**config.mk**
```make
export PLATFORM = sky130hd
export DESIGN_NAME = uart_rx_fifo
export DESIGN_NICKNAME = d
export VERILOG_FILES = /design/src/rtl/uart_rx_fifo.sv
export SDC_FILE = /design/constraint.sdc
export NUM_CORES = 1
export LEC_CHECK = 0
export CORE_MARGIN = 4
export CORE_UTILIZATION = 35
export CTS_CLUSTER_DIAMETER = 200
export DETAILED_ROUTE_END_ITERATION = 16
export SETUP_SLACK_MARGIN = 0.15
export SYNTH_ARGS = -nofsm -noshare
export SYNTH_HDL_FRONTEND = slang
export SYNTH_SLANG_ARGS = --single-unit
```
**constraint.sdc**
```tcl
create_clock -name clk -period 3.5 [get_ports clk]
set_input_delay 0.7 -clock clk [delete_from_list [all_inputs] [get_ports clk]]
set_output_delay 0.7 -clock clk [all_outputs]
set_load 0.005 [all_outputs]
```
**src/rtl/uart_rx_fifo.sv**
```systemverilog
// rtl/uart_rx_fifo.sv - UART receive FIFO with CPU I/O-mapped data, status and count/overflow registers
module uart_rx_fifo #(
    parameter int DEPTH = 16,
    parameter int AW    = 4
) (
    input  logic        clk,
    input  logic        reset,
    input  logic        uart_valid,
    input  logic [7:0]  uart_rx_data,
    output logic        uart_rd,
    input  logic        io_rd,
    input  logic [15:0] io_addr,
    output logic [15:0] io_dout,
    output logic        io_hit
);

    typedef enum logic [1:0] {IDLE, ACK, HOLD} state_t;

    localparam logic [AW:0] FULL_CNT = (AW+1)'(DEPTH);

    state_t        state, state_next;
    logic [7:0]    mem [DEPTH];
    logic [AW-1:0] head, tail;
    logic [AW:0]   count;
    logic          overflow;
    logic          rd_next, ovf_set, ovf_clr, push, pop, empty, full;
    logic          sel_data, sel_stat, sel_cnt;

    assign sel_data = (io_addr == 16'h4000);
    assign sel_stat = (io_addr == 16'h4002);
    assign sel_cnt  = (io_addr == 16'h4004);
    assign io_hit   = sel_data | sel_stat | sel_cnt;

    assign empty   = (count == '0);
    assign full    = (count == FULL_CNT);
    assign push    = (state == ACK);
    assign pop     = io_rd & sel_data & ~empty;
    assign ovf_clr = io_rd & sel_cnt;

    // Full decision uses the registered count, so a same-cycle pop only helps at the next IDLE.
    always_comb begin
        state_next = state;
        rd_next    = 1'b0;
        ovf_set    = 1'b0;
        case (state)
            IDLE: begin
                if (uart_valid && !full) begin
                    state_next = ACK;
                    rd_next    = 1'b1;
                end
                ovf_set = uart_valid & full;
            end
            ACK:     state_next = HOLD;
            HOLD:    state_next = IDLE;
            default: state_next = IDLE;
        endcase
    end

    always_ff @(posedge clk) begin
        if (reset) begin
            state    <= IDLE;
            uart_rd  <= 1'b0;
            head     <= '0;
            tail     <= '0;
            count    <= '0;
            overflow <= 1'b0;
        end else begin
            state    <= state_next;
            uart_rd  <= rd_next;
            overflow <= ovf_set | (overflow & ~ovf_clr);
            if (push) tail <= tail + 1'b1;
            if (pop)  head <= head + 1'b1;
            case ({push, pop})
                2'b10:   count <= count + 1'b1;
                2'b01:   count <= count - 1'b1;
                default: count <= count;
            endcase
        end
    end

    always_ff @(posedge clk) begin
        if (push && !reset) mem[tail] <= uart_rx_data;
    end

    always_comb begin
        io_dout = 16'h0000;
        if (sel_data && !empty) io_dout = {8'h00, mem[head]};
        else if (sel_stat)      io_dout = {15'b0, ~empty};
        else if (sel_cnt)       io_dout = {overflow, {(14-AW){1'b0}}, count};
    end

endmodule

```
# Word level (Yosys, flattened, before mapping)
# Memories as Yosys holds them, arrays and structs flattened. A register that Yosys moved wholly into a read port is not among the register bits.
# Index checks and enable logic that the tools add are counted.
# word_totals
ff_bits	17
ramBits	128
in_bits	28
out_inout_bits	18
elab_cells	52
memories	1
# op_classes
n_addsub	4
eq_ne	8
n_mux	12
bitwise	11
n_reduce_logical	10
# mem_list
memory	depth	word_bits	rd	rd_ports_with_merged_regs	write_ports	line	rtl
mem	16	8	1	1	1	22	logic [7:0] mem [DEPTH];
# ops
operator	n
$eq A16 B15 Y1 const B	3
$mux W16	3
$pmux W5 S2	1
$add A4 B1 Y4 const B	2
$mux W4	2
$add A5 B1 Y5 const B	1
$and A1 B1 Y1	5
$eq A5 B5 Y1 const B	1
$logic_not A5 Y1	1
$sub A5 B1 Y5 const B	1
$eq A2 B1 Y1 const B	2
$mux W1	4
$pmux W2 S2	1
$logic_and A1 B1 Y1	3
$logic_not A1 Y1	3
$not A1 Y1	3
$or A1 B1 Y1	3
$eq A2 B2 Y1 const B	1
$logic_not A2 Y1	1
$mux W2	1
$ne A2 B2 Y1 const B	1
$reduce_bool A2 Y1	1
$reduce_or A2 Y1	1

# Logic depth before layout (Yosys ltp)
# Gate-level depths: netlist (run 1).
# logic_depth
ltp_word	5
depth_mapped	15
mapped_depth_nobuf	12

# Worst setup path before layout (run 1)
# OpenSTA, ideal clock, no wires.
# synth_path
path_kind	input port to flip-flop
from	input port io_addr[6]
to	register count[4]
setup_time_ns	0.121
t_arrival_ns	3.497
required_ns	3.379
slack_ns	-0.118
path_stages	14
n_path_buf	2
cell_sequence	nor4b_4 -> nand4_4 -> nor4_4 -> and2_0 -> clkbuf_1 -> ha_1 -> clkbuf_1 -> xor2_1 -> ha_1 -> nand2b_1 -> a21oi_1 -> nor3_1 -> mux2_4 -> mux2_4
# synth_via
elab_chain_cells	5
elab_cells_between_ends	7
classes_between	eq/ne (3); mux (1); bitwise (2); reduce/logical (1)
# synth_rtl
element	line	rtl
from (decl)	12	input logic [15:0] io_addr,
$eq A16 B15 Y1 (*)	29	assign sel_data = (io_addr == 16'h4000);
$and A1 B1 Y1 (*) (2 in a row)	37	assign pop = io_rd & sel_data & ~empty;
net pop	26	logic rd_next, ovf_set, ovf_clr, push, pop, empty, full;
$eq A2 B1 Y1 / $eq A2 B2 Y1 (equally long branches)	73	case ({push, pop})
$pmux W5 S2 / $reduce_bool A2 Y1 (equally long branches)	--	
to (signal assigned)	74	2'b10: count <= count + 1'b1;
to (signal assigned)	75	2'b01: count <= count - 1'b1;
to (signal assigned)	76	default: count <= count;
to (decl)	24	logic [AW:0] count;
# The timed path passes the listed nets; every way through them passes the cells marked *.
# A chain may end at the register's enable or synchronous reset.

# Final worst setup path (run 1)
# layout_path
from	input port io_addr[14]
to	output port io_dout[5]
# layout_via
elab_chain_cells	3
elab_cells_between_ends	5
classes_between	eq/ne (2); mux (2); reduce/logical (1)
# layout_rtl
element	line	rtl
$eq A16 B15 Y1 (on tied branches)	30, 29	
$mux W16 / $logic_and A1 B1 Y1 (equally long branches)	88, 87	
$mux W16 (*)	87	if (sel_data && !empty) io_dout = {8'h00, mem[head]};
to (decl)	13	output logic [15:0] io_dout,
# Mark *: on every way between the ends. The rest lies on a longest branch, timed or not.

==> results.yml, run 1 <==
logic_synthesis:
  yosysWarnings: 0
  post-synth-top-count-cell: "edfxtp_1"
  syn-instance-count: 366
  synth_top_family_by_area: "multiplexers"
  synth_largest_area_cell: "edfxtp_1"
  mappedNetlistArea_um2: 6260
  yosys.area_share.adder_pct: 1.40
  ys.flop_type: "edfxtp_1"
  synth_area_per_cell_um2: 17.1
  synth_mux_area_share_pct: 14.8
  yosys.area_share.simple_pct: 8.32
  count_of_cell_types_in_the_netlist: 44
  synth_enable_flop_cells: 128
  async_reset_ff_share_pct: 0
  synthesized_area_fraction_occupied_by_xor_and_xnor_cells_pct: 0.980
  ys_seq_area_share_pct: 68.1
  yosys.area.top_type_share_pct: 61.4
  most_used_standard_cells_in_the_synthesized_netlist: "edfxtp_1, mux4_2, nor2_1"
  ys_ff_latch: 149
  yosys-top-cells-area: "edfxtp_1, mux4_2, dfxtp_1"
  synth_compound_area_share_pct: 3.72
hold_path:
  worst_min_delay_path_class: "register to register"
  min_path_cells: 1
  min_delay_worst_endpoint: "state[0]"
  startpoint_of_the_most_critical_hold_path: "count[4]"
run:
  maxCapViolations: 0
floorplanning:
  initial_core_util_pct: 35.9
  boundaryPins: 46
  die_area_um2: 20100
  die_h_um: 142
  fp.dieW_um: 142
  design.core.area_um2: 17400
  placementRows: 48
clocking:
  cts_max_path_buffers: 2
  cts_sinks: 149
  cts-buffers-inserted: 17
  cts_tree: "built"
  clk_latency_ps: 420
  cts_hold_buf: 0
  clk_pin_slew_worst_paths_ps: 60
  clock-root-buffer: "clkbuf_16"
  clock_tree.htree_level_count: 4
worst_setup_path:
  regToRegEndpoint: "count[4]"
  worstPathMaxFanout: 8
  setup.reg_to_reg.worst_slack_ps: 540
  timing.rr.start: "count[1]"
  slowest_stage: "clkdlybuf4s50_1"
  worstPathArrival_ps: 2590
  critPathLaunchType: "input port"
  worst_path_top_cell_family_by_delay: "buffers and inverters"
  critical_path_buf_inv_count: 3
  timing.reg2reg.worst_path_depth: 12
  crit_path_cell_trace: "clkdlybuf4s50_1 -> nor4b_4 -> nand4_4 -> nor4_4 -> buf_6 -> and2_1 -> clkdlybuf4s50_1"
  worstSetupPathType: "input port to output pin"
  cp_data_required_time_ps: 2800
  end_kind: "output pin"
  crit_top_cell: "clkdlybuf4s50_1"
  worst_path_largest_cell_delay_ps: 500
power:
  p_clk_share_pct: 48.1
  p_int_w: 0.00318
  seq_power_share_pct: 49.1
  total_leakage_power_nw: 2.66
  vdd_drop_max_v: 0.000278
  power-per-cell-area_nw_per_um2: 505
  power_switching_w: 0.000777
  switching_share_pct: 19.6
  power.combinational.fraction_pct: 2.8
drt:
  drt-pass1-iter-count: 6
  routedWlPerCell_um: 19.5
  drt-total-wl_mm: 13.4
  detail_route.iter0.violations: 299
  drtAntennaViolNets: 0
  vias: 3529
  drcViolationCount: 0
  route.detailed.vias_per_inst: 5.16
sta:
  period_share_pct: 94.0
  fin_crit_ps: 3290
  max_slew_margin_pct: 58.1
  max_slew.worst_pin.slew_ps: 627
  max_clock_freq_mhz: 304
  timing.final.hold_violations: 0
  fin_tns_setup_ps: 0
  slew_viol_final: 0
  setup_viol: 0
  worst_clock_skew_ps: 9.10
  grt_setup_unrepaired: "yes"
final_layout:
  final.fill_count: 1497
  diodes: 0
  nNetsFinal: 481
  area.growth.synth_to_final_pct: 25.1
  drive_above_1_share_pct: 29.4
  finish.utilization_pct: 44.9
  final_cells: 684
grt:
  grt_antenna_before_repair: 0
  grt_pass1_wl_mm: 20.8
  tot_gr_track_use_pct: 14.1
  grt-ovfl-total: 0
  grt_pass1_vias: 3562
  largest_net_degree_at_the_start_of_global_routing: 23
placed_design:
  post-place-cells: 645
  detailed_place_hpwl_mm: 9.05
  place.port_buffers: 38
  finalWeightedCongestion: 0.775
status:
  run_status: "finished clean"
-- layout by cell type (no fill, tap or decap), types with 7 or more instances in the layout --
master / netlist / final
a21oi_1: 15 / 15
buf_4: 7 / 36
clkbuf_16: 0 / 17
clkdlybuf4s50_1: 0 / 22
conb_1: 1 / 7
dfxtp_1: 21 / 19
dlygate4sd2_1: 0 / 11
edfxtp_1: 128 / 128
inv_1: 8 / 8
mux4_2: 36 / 36
nand2_1: 12 / 12
nor2_1: 34 / 34
nor2b_1: 8 / 8
-- worst reg2reg max path: stages, from the launching register on --
cell	delay, ps
dfxtp_1	500
nor4_2	120
and2b_1	270
nor4_4	340
and2_0	270
ha_4	170
xor2_1	160
ha_2	230
nand2b_1	60
a21oi_1	120
nor3_1	60
mux2_4	260
mux2_4	290
-- cell type report --
type / count / area [um2] / area share, %
inverters: 8 / 30.0 / 0.384
well taps: 225 / 282 / 3.60
repair buffers: 81 / 733 / 9.37
clock inverters: 15 / 204 / 2.61
clock buffers: 17 / 425 / 5.43
flip-flops and latches: 149 / 4270 / 54.6
multi-input cells: 189 / 1880 / 24.1
-- state kept, by name, summed over array words and instances, names as in the netlist, named ones only --
signal / cells
count: 5
uart_rd: 1
state: 2
head: 4
mem: 128
overflow: 1
tail: 4
-- per-stage QoR --
step | area (um2) | setup WS [ps] | total power, W | hold WS, ps
CTS | 7760 | 74.4 | 0.00399 | 529
global route | 7830 | 108 | 0.00410 | 571
floorplan | 6310 | 36.5 | 0.00202 | 474
detailed placement | 7090 | -179 | 0.00209 | 520
finish | 7830 | 210 | 0.00396 | 535
global placement | 7090 | -157 | 0.00209 | 504
-- repair_timing --
action,in CTS,in global routing
buffers inserted,3,4
gates resized for setup,21,13
pin swaps,4,1
setup endpoints to repair,9,7
-- logic make-up after synthesis --
logic type	count (synthesis)
fa+ha+maj	7
compound gates	35
xor+xnor	7
buf+inv	34
other cells	1
flops	149
mux	46
simple gates	87
-- metal layers --
metal | global-route usage (%) | vias to the layer above | wire length (um)
li1 | - | 1584 | -
met1 | 18.7 | 1813 | 5830
met2 | 22.7 | 119 | 6610
met3 | 3.81 | 13 | 728
met4 | 4.85 | 0 | 187
met5 | 0 | - | 0
-- worst max-delay path by stage --
stage,cells past startpoint,slack (ps),to,from
3_3_place_gp,13,-160,count[4],io_addr[12]
3_5_place_dp,13,-180,count[4],io_addr[12]
5_1_grt,7,110,io_dout[5],io_addr[14]
2_1_floorplan,14,40,count[4],io_addr[12]
6_report,7,210,io_dout[5],io_addr[14]
4_1_cts,7,70,io_dout[1],register
-- power by group through the flow --
| stage | Sequential, W | Combinational (W) | Clock (W) |
|---|---|---|---|
| 6_report | 0.00194 | 0.000111 | 0.00190 |
| 5_1_grt | 0.00194 | 0.000123 | 0.00203 |
| 4_1_cts | 0.00194 | 0.000112 | 0.00194 |
| 3_5_place_dp | 0.00198 | 0.000115 | 0 |
| 3_3_place_gp | 0.00198 | 0.000112 | 0 |
| 2_1_floorplan | 0.00198 | 0.0000464 | 0 |
(Power assumes the default switching activity.)
==> run 2: changes to the inputs <==
CAP_MARGIN = 30   (was not set)
==> results of run 2 <==
Final layout, timing and power as in run 1 (identical DEF).
